File: src/rtl/inst_d_if.sv
// Decode-stage bus: fetch input, flush, writeback port, hazard back to
// fetch, and the ID/EX pipeline register contents toward execute.
//   master : fetch / writeback / control side (drives instruction, pc4,
//            flush, wb_*; observes hazard and ex_*)
//   slave  : the decode stage itself
interface inst_d_if #(
  parameter int unsigned XLEN = 32
);
  logic [31:0]     instruction;
  logic [XLEN-1:0] pc4;
  logic            flush;
  logic            wb_en;
  logic [4:0]      wb_addr;
  logic [XLEN-1:0] wb_data;
  logic            hazard;
  logic            ex_valid;
  logic [XLEN-1:0] ex_pc4;
  logic [XLEN-1:0] ex_rs_data;
  logic [XLEN-1:0] ex_rt_data;
  logic [XLEN-1:0] ex_imm;
  logic [4:0]      ex_rs;
  logic [4:0]      ex_rt;
  logic [4:0]      ex_rd;
  logic [5:0]      ex_opcode;
  logic [5:0]      ex_funct;
  logic [4:0]      ex_dest;
  logic            ex_reg_write;
  logic            ex_mem_read;

  modport master (
    output instruction, pc4, flush, wb_en, wb_addr, wb_data,
    input  hazard, ex_valid, ex_pc4, ex_rs_data, ex_rt_data, ex_imm,
           ex_rs, ex_rt, ex_rd, ex_opcode, ex_funct, ex_dest,
           ex_reg_write, ex_mem_read
  );

  modport slave (
    input  instruction, pc4, flush, wb_en, wb_addr, wb_data,
    output hazard, ex_valid, ex_pc4, ex_rs_data, ex_rt_data, ex_imm,
           ex_rs, ex_rt, ex_rd, ex_opcode, ex_funct, ex_dest,
           ex_reg_write, ex_mem_read
  );
endinterface

File: src/rtl/inst_d.sv
// Instruction decode stage: IF/ID register, register file with writeback
// bypass, field/immediate decode, ID/EX register and load-use hazard.
//   clk  : clock, all state on posedge
//   rst  : asynchronous active-low reset
//   bus  : inst_d_if.slave (fetch in, writeback in, hazard out, ID/EX out)
module inst_d #(
  parameter int unsigned NREG = 32,
  parameter int unsigned XLEN = 32
) (
  input logic     clk,
  input logic     rst,
  inst_d_if.slave bus
);
  localparam int unsigned AW    = $clog2(NREG);
  localparam int unsigned IMMW  = 16;
  localparam logic [5:0]  OP_R  = 6'b000000;
  localparam logic [5:0]  OP_LW = 6'b100011;
  localparam logic [5:0]  OP_SW = 6'b101011;
  localparam logic [5:0]  OP_BEQ = 6'b000100;
  localparam logic [5:0]  OP_BNE = 6'b000101;

  // IF/ID pipeline register
  logic            r_ifid_valid;
  logic [31:0]     r_ifid_instr;
  logic [XLEN-1:0] r_ifid_pc4;

  // ID/EX pipeline register
  logic            r_ex_valid;
  logic [XLEN-1:0] r_ex_pc4;
  logic [XLEN-1:0] r_ex_rs_data;
  logic [XLEN-1:0] r_ex_rt_data;
  logic [XLEN-1:0] r_ex_imm;
  logic [4:0]      r_ex_rs;
  logic [4:0]      r_ex_rt;
  logic [4:0]      r_ex_rd;
  logic [5:0]      r_ex_opcode;
  logic [5:0]      r_ex_funct;
  logic [4:0]      r_ex_dest;
  logic            r_ex_reg_write;
  logic            r_ex_mem_read;

  logic [XLEN-1:0] r_regs [NREG];

  // Decode of the IF/ID instruction
  logic [5:0]      w_opcode;
  logic [4:0]      w_rs;
  logic [4:0]      w_rt;
  logic [4:0]      w_rd;
  logic [5:0]      w_funct;
  logic [IMMW-1:0] w_imm16;
  logic            w_rtype;
  logic            w_zext;
  logic [XLEN-1:0] w_imm;
  logic [4:0]      w_dest;
  logic            w_reg_write;
  logic            w_mem_read;
  logic            w_uses_rt;
  logic [XLEN-1:0] w_rs_data;
  logic [XLEN-1:0] w_rt_data;
  logic            w_hazard;
  logic            w_bubble;

  assign w_opcode = r_ifid_instr[31:26];
  assign w_rs     = r_ifid_instr[25:21];
  assign w_rt     = r_ifid_instr[20:16];
  assign w_rd     = r_ifid_instr[15:11];
  assign w_funct  = r_ifid_instr[5:0];
  assign w_imm16  = r_ifid_instr[15:0];

  assign w_rtype  = (w_opcode == OP_R);
  // andi / ori / xori take an unsigned immediate
  assign w_zext   = (w_opcode == 6'b001100) || (w_opcode == 6'b001101) ||
                    (w_opcode == 6'b001110);
  assign w_imm    = w_zext ? {{(XLEN-IMMW){1'b0}}, w_imm16}
                           : {{(XLEN-IMMW){w_imm16[IMMW-1]}}, w_imm16};
  assign w_dest   = w_rtype ? w_rd : w_rt;
  assign w_mem_read  = (w_opcode == OP_LW);
  assign w_reg_write = (w_rtype || (w_opcode[5:3] == 3'b001) || w_mem_read) &&
                       (w_dest != 5'd0);
  assign w_uses_rt   = w_rtype || (w_opcode == OP_SW) ||
                       (w_opcode == OP_BEQ) || (w_opcode == OP_BNE);

  // Register read with same-cycle writeback bypass; r0 always reads zero
  always_comb begin
    w_rs_data = r_regs[AW'(w_rs)];
    w_rt_data = r_regs[AW'(w_rt)];
    if (bus.wb_en && (bus.wb_addr == w_rs)) w_rs_data = bus.wb_data;
    if (bus.wb_en && (bus.wb_addr == w_rt)) w_rt_data = bus.wb_data;
    if (w_rs == 5'd0) w_rs_data = '0;
    if (w_rt == 5'd0) w_rt_data = '0;
  end

  // Load in EX whose result the IF/ID instruction needs: stall one cycle
  assign w_hazard = r_ex_valid && r_ex_mem_read && r_ifid_valid &&
                    (r_ex_dest != 5'd0) &&
                    ((r_ex_dest == w_rs) || (w_uses_rt && (r_ex_dest == w_rt)));
  assign w_bubble = bus.flush || w_hazard || !r_ifid_valid;

  // IF/ID: flush kills, hazard holds, otherwise capture
  always_ff @(posedge clk or negedge rst) begin
    if (!rst) begin
      r_ifid_valid <= 1'b0;
      r_ifid_instr <= '0;
      r_ifid_pc4   <= '0;
    end else if (bus.flush) begin
      r_ifid_valid <= 1'b0;
      r_ifid_instr <= '0;
      r_ifid_pc4   <= '0;
    end else if (!w_hazard) begin
      r_ifid_valid <= 1'b1;
      r_ifid_instr <= bus.instruction;
      r_ifid_pc4   <= bus.pc4;
    end
  end

  // ID/EX: bubble on flush, stall or empty IF/ID
  always_ff @(posedge clk or negedge rst) begin
    if (!rst) begin
      r_ex_valid     <= 1'b0;
      r_ex_pc4       <= '0;
      r_ex_rs_data   <= '0;
      r_ex_rt_data   <= '0;
      r_ex_imm       <= '0;
      r_ex_rs        <= '0;
      r_ex_rt        <= '0;
      r_ex_rd        <= '0;
      r_ex_opcode    <= '0;
      r_ex_funct     <= '0;
      r_ex_dest      <= '0;
      r_ex_reg_write <= 1'b0;
      r_ex_mem_read  <= 1'b0;
    end else if (w_bubble) begin
      r_ex_valid     <= 1'b0;
      r_ex_pc4       <= '0;
      r_ex_rs_data   <= '0;
      r_ex_rt_data   <= '0;
      r_ex_imm       <= '0;
      r_ex_rs        <= '0;
      r_ex_rt        <= '0;
      r_ex_rd        <= '0;
      r_ex_opcode    <= '0;
      r_ex_funct     <= '0;
      r_ex_dest      <= '0;
      r_ex_reg_write <= 1'b0;
      r_ex_mem_read  <= 1'b0;
    end else begin
      r_ex_valid     <= 1'b1;
      r_ex_pc4       <= r_ifid_pc4;
      r_ex_rs_data   <= w_rs_data;
      r_ex_rt_data   <= w_rt_data;
      r_ex_imm       <= w_imm;
      r_ex_rs        <= w_rs;
      r_ex_rt        <= w_rt;
      r_ex_rd        <= w_rd;
      r_ex_opcode    <= w_opcode;
      r_ex_funct     <= w_funct;
      r_ex_dest      <= w_dest;
      r_ex_reg_write <= w_reg_write;
      r_ex_mem_read  <= w_mem_read;
    end
  end

  // Register file write port; r0 is never written
  always_ff @(posedge clk or negedge rst) begin
    if (!rst) begin
      for (int i = 0; i < int'(NREG); i++) r_regs[i] <= '0;
    end else if (bus.wb_en && (bus.wb_addr != 5'd0)) begin
      r_regs[AW'(bus.wb_addr)] <= bus.wb_data;
    end
  end

  assign bus.hazard       = w_hazard;
  assign bus.ex_valid     = r_ex_valid;
  assign bus.ex_pc4       = r_ex_pc4;
  assign bus.ex_rs_data   = r_ex_rs_data;
  assign bus.ex_rt_data   = r_ex_rt_data;
  assign bus.ex_imm       = r_ex_imm;
  assign bus.ex_rs        = r_ex_rs;
  assign bus.ex_rt        = r_ex_rt;
  assign bus.ex_rd        = r_ex_rd;
  assign bus.ex_opcode    = r_ex_opcode;
  assign bus.ex_funct     = r_ex_funct;
  assign bus.ex_dest      = r_ex_dest;
  assign bus.ex_reg_write = r_ex_reg_write;
  assign bus.ex_mem_read  = r_ex_mem_read;
endmodule

File: src/flat_wrapper.sv
// flat-port wrapper written by rule: the top's interface ports become plain ports
module inst_d_flat 
#(
  parameter int unsigned NREG = 32,
  parameter int unsigned XLEN = 32
)
  (clk, rst, bus_instruction, bus_pc4, bus_flush, bus_wb_en, bus_wb_addr, bus_wb_data, bus_hazard, bus_ex_valid, bus_ex_pc4, bus_ex_rs_data, bus_ex_rt_data, bus_ex_imm, bus_ex_rs, bus_ex_rt, bus_ex_rd, bus_ex_opcode, bus_ex_funct, bus_ex_dest, bus_ex_reg_write, bus_ex_mem_read);
  inst_d_if #(.XLEN(XLEN)) bus_i ();
  input logic clk;
  input logic rst;
  input wire logic [$bits(bus_i.instruction)-1:0] bus_instruction;
  input wire logic [$bits(bus_i.pc4)-1:0] bus_pc4;
  input wire logic [$bits(bus_i.flush)-1:0] bus_flush;
  input wire logic [$bits(bus_i.wb_en)-1:0] bus_wb_en;
  input wire logic [$bits(bus_i.wb_addr)-1:0] bus_wb_addr;
  input wire logic [$bits(bus_i.wb_data)-1:0] bus_wb_data;
  output wire logic [$bits(bus_i.hazard)-1:0] bus_hazard;
  output wire logic [$bits(bus_i.ex_valid)-1:0] bus_ex_valid;
  output wire logic [$bits(bus_i.ex_pc4)-1:0] bus_ex_pc4;
  output wire logic [$bits(bus_i.ex_rs_data)-1:0] bus_ex_rs_data;
  output wire logic [$bits(bus_i.ex_rt_data)-1:0] bus_ex_rt_data;
  output wire logic [$bits(bus_i.ex_imm)-1:0] bus_ex_imm;
  output wire logic [$bits(bus_i.ex_rs)-1:0] bus_ex_rs;
  output wire logic [$bits(bus_i.ex_rt)-1:0] bus_ex_rt;
  output wire logic [$bits(bus_i.ex_rd)-1:0] bus_ex_rd;
  output wire logic [$bits(bus_i.ex_opcode)-1:0] bus_ex_opcode;
  output wire logic [$bits(bus_i.ex_funct)-1:0] bus_ex_funct;
  output wire logic [$bits(bus_i.ex_dest)-1:0] bus_ex_dest;
  output wire logic [$bits(bus_i.ex_reg_write)-1:0] bus_ex_reg_write;
  output wire logic [$bits(bus_i.ex_mem_read)-1:0] bus_ex_mem_read;
  assign bus_i.instruction = bus_instruction;
  assign bus_i.pc4 = bus_pc4;
  assign bus_i.flush = bus_flush;
  assign bus_i.wb_en = bus_wb_en;
  assign bus_i.wb_addr = bus_wb_addr;
  assign bus_i.wb_data = bus_wb_data;
  assign bus_hazard = bus_i.hazard;
  assign bus_ex_valid = bus_i.ex_valid;
  assign bus_ex_pc4 = bus_i.ex_pc4;
  assign bus_ex_rs_data = bus_i.ex_rs_data;
  assign bus_ex_rt_data = bus_i.ex_rt_data;
  assign bus_ex_imm = bus_i.ex_imm;
  assign bus_ex_rs = bus_i.ex_rs;
  assign bus_ex_rt = bus_i.ex_rt;
  assign bus_ex_rd = bus_i.ex_rd;
  assign bus_ex_opcode = bus_i.ex_opcode;
  assign bus_ex_funct = bus_i.ex_funct;
  assign bus_ex_dest = bus_i.ex_dest;
  assign bus_ex_reg_write = bus_i.ex_reg_write;
  assign bus_ex_mem_read = bus_i.ex_mem_read;
  inst_d #(.NREG(NREG), .XLEN(XLEN)) u_core (.clk(clk), .rst(rst), .bus(bus_i));
endmodule
File: config.mk
export PLATFORM = sky130hd
export DESIGN_NAME = inst_d_flat
export DESIGN_NICKNAME = d
export VERILOG_FILES = /design/src/rtl/inst_d_if.sv /design/src/rtl/inst_d.sv /design/src/flat_wrapper.sv
export SDC_FILE = /design/constraint.sdc
export NUM_CORES = 2
export LEC_CHECK = 0
export BUFFER_PORTS_ARGS = -buffer_cell sky130_fd_sc_hd__buf_2
export CORE_MARGIN = 2
export CORE_UTILIZATION = 50
export DETAILED_ROUTE_END_ITERATION = 10
export PLACE_DENSITY_LB_ADDON = 0.1
export SYNTH_ARGS = -nofsm -noshare
export SYNTH_HDL_FRONTEND = slang
export SYNTH_SLANG_ARGS = --single-unit
File: constraint.sdc
create_clock -name clk -period 2.6 [get_ports clk]
set_input_delay 0.26 -clock clk [delete_from_list [all_inputs] [get_ports clk]]
set_output_delay 0.26 -clock clk [all_outputs]
set_load 0.1 [all_outputs]
==> flow_summary.toml <==
[outcome]
status = "finished with violations"
violations = "setup timing"

[timing]
fmax_mhz = 368.2
final.setup.tns_ps = -2469
final.setup_skew_ps = 24.59
fin_crit_ps = 2716
worstMarginPinSlew_ps = 911.3
slew_headroom_pct = 39.11
layout_setup_ws_ps = -115.8
final_max_slew_viol_count = 0
rsz0062_at_grt = "yes"
post-route-period-util_pct = 104.5
hold_violations = 0
setup_viol = 33

[flow_run]
maxCapViolCount = 0

[route]
drt_first_pass_iters = 5
wl_um = 196300
drtAntennaViolNets = 0
vias = 39190
wl_per_cell_um = 32.46
drtIter0Drc = 3531
drc = 0
vias_per_cell = 6.480

[clock_network]
cts-root-buf = "clkbuf_16"
cts_sinks = 1226
cts_tree = "yes"
clk_path_buf_depth = 3
cts_inserted_buffers = 141
clkTransAtPathRegs_ps = 60
clk_latency_ps = 780
cts_max_level = 4

[synth]
synthSimpleGateAreaFrac_pct = 2.607
synth_area_leaders = "dfrtp_1 (50%), mux4_2 (21%), mux2_2 (18%), clkbuf_1 (1.5%), mux2i_1 (1.4%)"
netlist_instances = 4000
syn-num-nets = 4105
yosys_warnings = 0
ys_types = 49
synth_area_per_cell_um2 = 15.37
ys_seq_elements = 1226
synth_flop_cell = "dfrtp_1"
synth_edf_count = 0
yosysSeqAreaShare_pct = 49.91
synth_top_family_by_area = "multiplexers"
synth_mux_area_share_pct = 40.66
synth_compound_gate_area_share_pct = 3.191
async_flop_share_pct = 100.0
synth_xor_area_share_pct = 0.2850
yosysTopAreaCellShare_pct = 49.91
synth_adder_area_share_pct = 0
synth_area_um2 = 61470
synth_largest_area_cell = "dfrtp_1"

[floorplan]
num_io_pins = 269
die_y_um = 354.6
die_area_um2 = 125800
core_um2 = 121900
chipWidth_um = 354.6
rows = 128
initial_core_util_pct = 50.44

[critical_path]
startpoint = "u_core.r_ifid_instr[16]$_DFFE_PN0P_"
start_kind = "flip-flop"
cp.required_ps = 3300
path_max_fanout = 10
regToRegSetupSlack_ps = -120
end_kind = "flip-flop"
r2r-end = "u_core.bus.ex_rt_data[17]$_DFF_PN0_"
r2r-start = "u_core.r_ifid_instr[16]$_DFFE_PN0P_"
cp_data_arrival_time_ps = 3420
critical_path_class = "flip-flop to flip-flop"
rr_worst_depth = 10
critPathCapture = "u_core.bus.ex_rt_data[17]$_DFF_PN0_"

[placed_design]
dpl_cell_area_um2 = 66640
gp_congestion = 0.8092
port_buffers = 268
hpwl_um = 118300

[hold_path]
hp-class = "primary input to flip-flop"

[grt]
grt_pass1_vias = 40060
grt_max_degree = 84
grt_overflow = 0
groute.usage.overall_pct = 31.15
antenna_found_initial = 9
grt_pass1_wl_um = 283700

[final_layout]
final_area_um2 = 72500
syn2layout_area_growth_pct = 17.94
drive_gt1_share_pct = 55.19
nets = 4413

[power]
ir_drop_mv = 0.6937
p_leak_uw = 0.03192
powerDensity_nw_per_um2 = 767.2
-- report_power, final --
group	switching [µW]	internal, µW
sequential	2290	22300
clock	8190	12400
combinational	4430	6070
total	14900	40700
-- state kept, by name, indices dropped and copies added, names as in the netlist, 6 cells and up --
signal                 count
u_core.bus.ex_rs_data     32
u_core.bus.ex_opcode       6
u_core.bus.ex_pc4         32
u_core.r_ifid_pc4         32
u_core.r_ifid_instr       32
u_core.bus.ex_rt_data     32
u_core.r_regs           1024
u_core.bus.ex_imm         17
-- what timing repair did --
action / 4_1_cts / 5_1_grt
hold buffers: 69 / 0
setup endpoints to repair: 1 / 45
pin swaps: 2 / 1
gates cloned: 0 / 6
setup buffers: 4 / 3
endpoints found under the hold margin: 384 / 0
resized for setup: 5 / 19
-- cell usage after synthesis, types with 44 or more instances --
master,n
dfrtp_1,1226
mux2_2,992
mux4_2,577
clkbuf_1,247
nand2_1,149
a21oi_1,100
buf_2,99
a22oi_1,93
mux2i_1,83
buf_1,78
and2_1,64
a21o_1,63
nor2_1,44
-- critical path: stages (launching register included) --
cell       delay [ps]
dfrtp_4           490
buf_4             240
buf_12            190
buf_4             170
xor2_1            150
nor4_2            310
nand3_2           220
nor3_4            330
buf_12            180
clkbuf_16         220
a21o_1            130
-- worst min path at each step --
stage | startpoint | end | depth (start not counted)
after detailed placement | rst | u_core.bus.ex_pc4[28]$_DFF_PN0_ | 1
after floorplan | rst | u_core.bus.ex_dest[0]$_DFF_PN0_ | 0
after global routing | bus_wb_data[12] | u_core.bus.ex_rt_data[12]$_DFF_PN0_ | 2
after CTS | bus_wb_data[24] | u_core.bus.ex_rt_data[24]$_DFF_PN0_ | 2
after global placement | rst | u_core.bus.ex_pc4[24]$_DFF_PN0_ | 1
final | bus_wb_data[20] | u_core.bus.ex_rt_data[20]$_DFF_PN0_ | 2
-- layer usage --
metal | vias to the layer above | share of wire, % | track usage [%]
met4 | 8 | 3.4 | 11.39
met3 | 377 | 6.7 | 5.954
met5 | - | 0.029 | 0
met2 | 1442 | 48 | 49.01
met1 | 21510 | 42 | 43.52
li1 | 15850 | - | -
-- metrics by stage --
stage	instances	util (%)	total power, µW	hold slack [ps]	setup slack, ps
after floorplan	4000	-	31850	-35.59	145.7
after global placement	5708	54.68	34800	246.7	20.84
after detailed placement	5708	54.68	35130	248.0	67.05
after CTS	6035	59.24	55810	2.883	-104.0
after global routing	6045	59.48	57820	55.17	-167.5
final	6047	59.48	55620	45.86	-115.8
-- placed cells by master (no fill, tap or decap), drive strengths merged, types with 4 or more instances in the layout --
cell and instances:
a21o 63, a21oi 100, a22oi 93, and2 65, buf 554, bufinv 8, clkbuf 220, clkinv 29
dfrtp 1226, dlygate4sd3 69, inv 5, mux2 992, mux2i 83, mux4 577, nand2 150, nand2b 5
nand3 7, nor2 44, nor3 39, o22ai 32, or2 4, or4 6, xnor2 9, xor2 11
-- cells by family after synthesis --
logic type	Yosys count
AO/OA/AOI/OAI	299
XOR/XNOR	20
buffers and inverters	469
flip-flops	1226
multiplexers	1652
AND/OR/NAND/NOR	334
-- area by class of cell --
cell class | count | area, µm²
Antenna cell | 3 | 7.507
Clock buffer | 213 | 4372
Clock inverter | 41 | 442.9
Fill cell | 9384 | 49380
Inverter | 4 | 20.02
Multi-Input combinational cell | 2305 | 29110
Sequential cell | 1226 | 30720
Tap cell | 1625 | 2033
Timing Repair Buffer | 630 | 5798
Note: power is estimated with default switching activity, not from simulation.
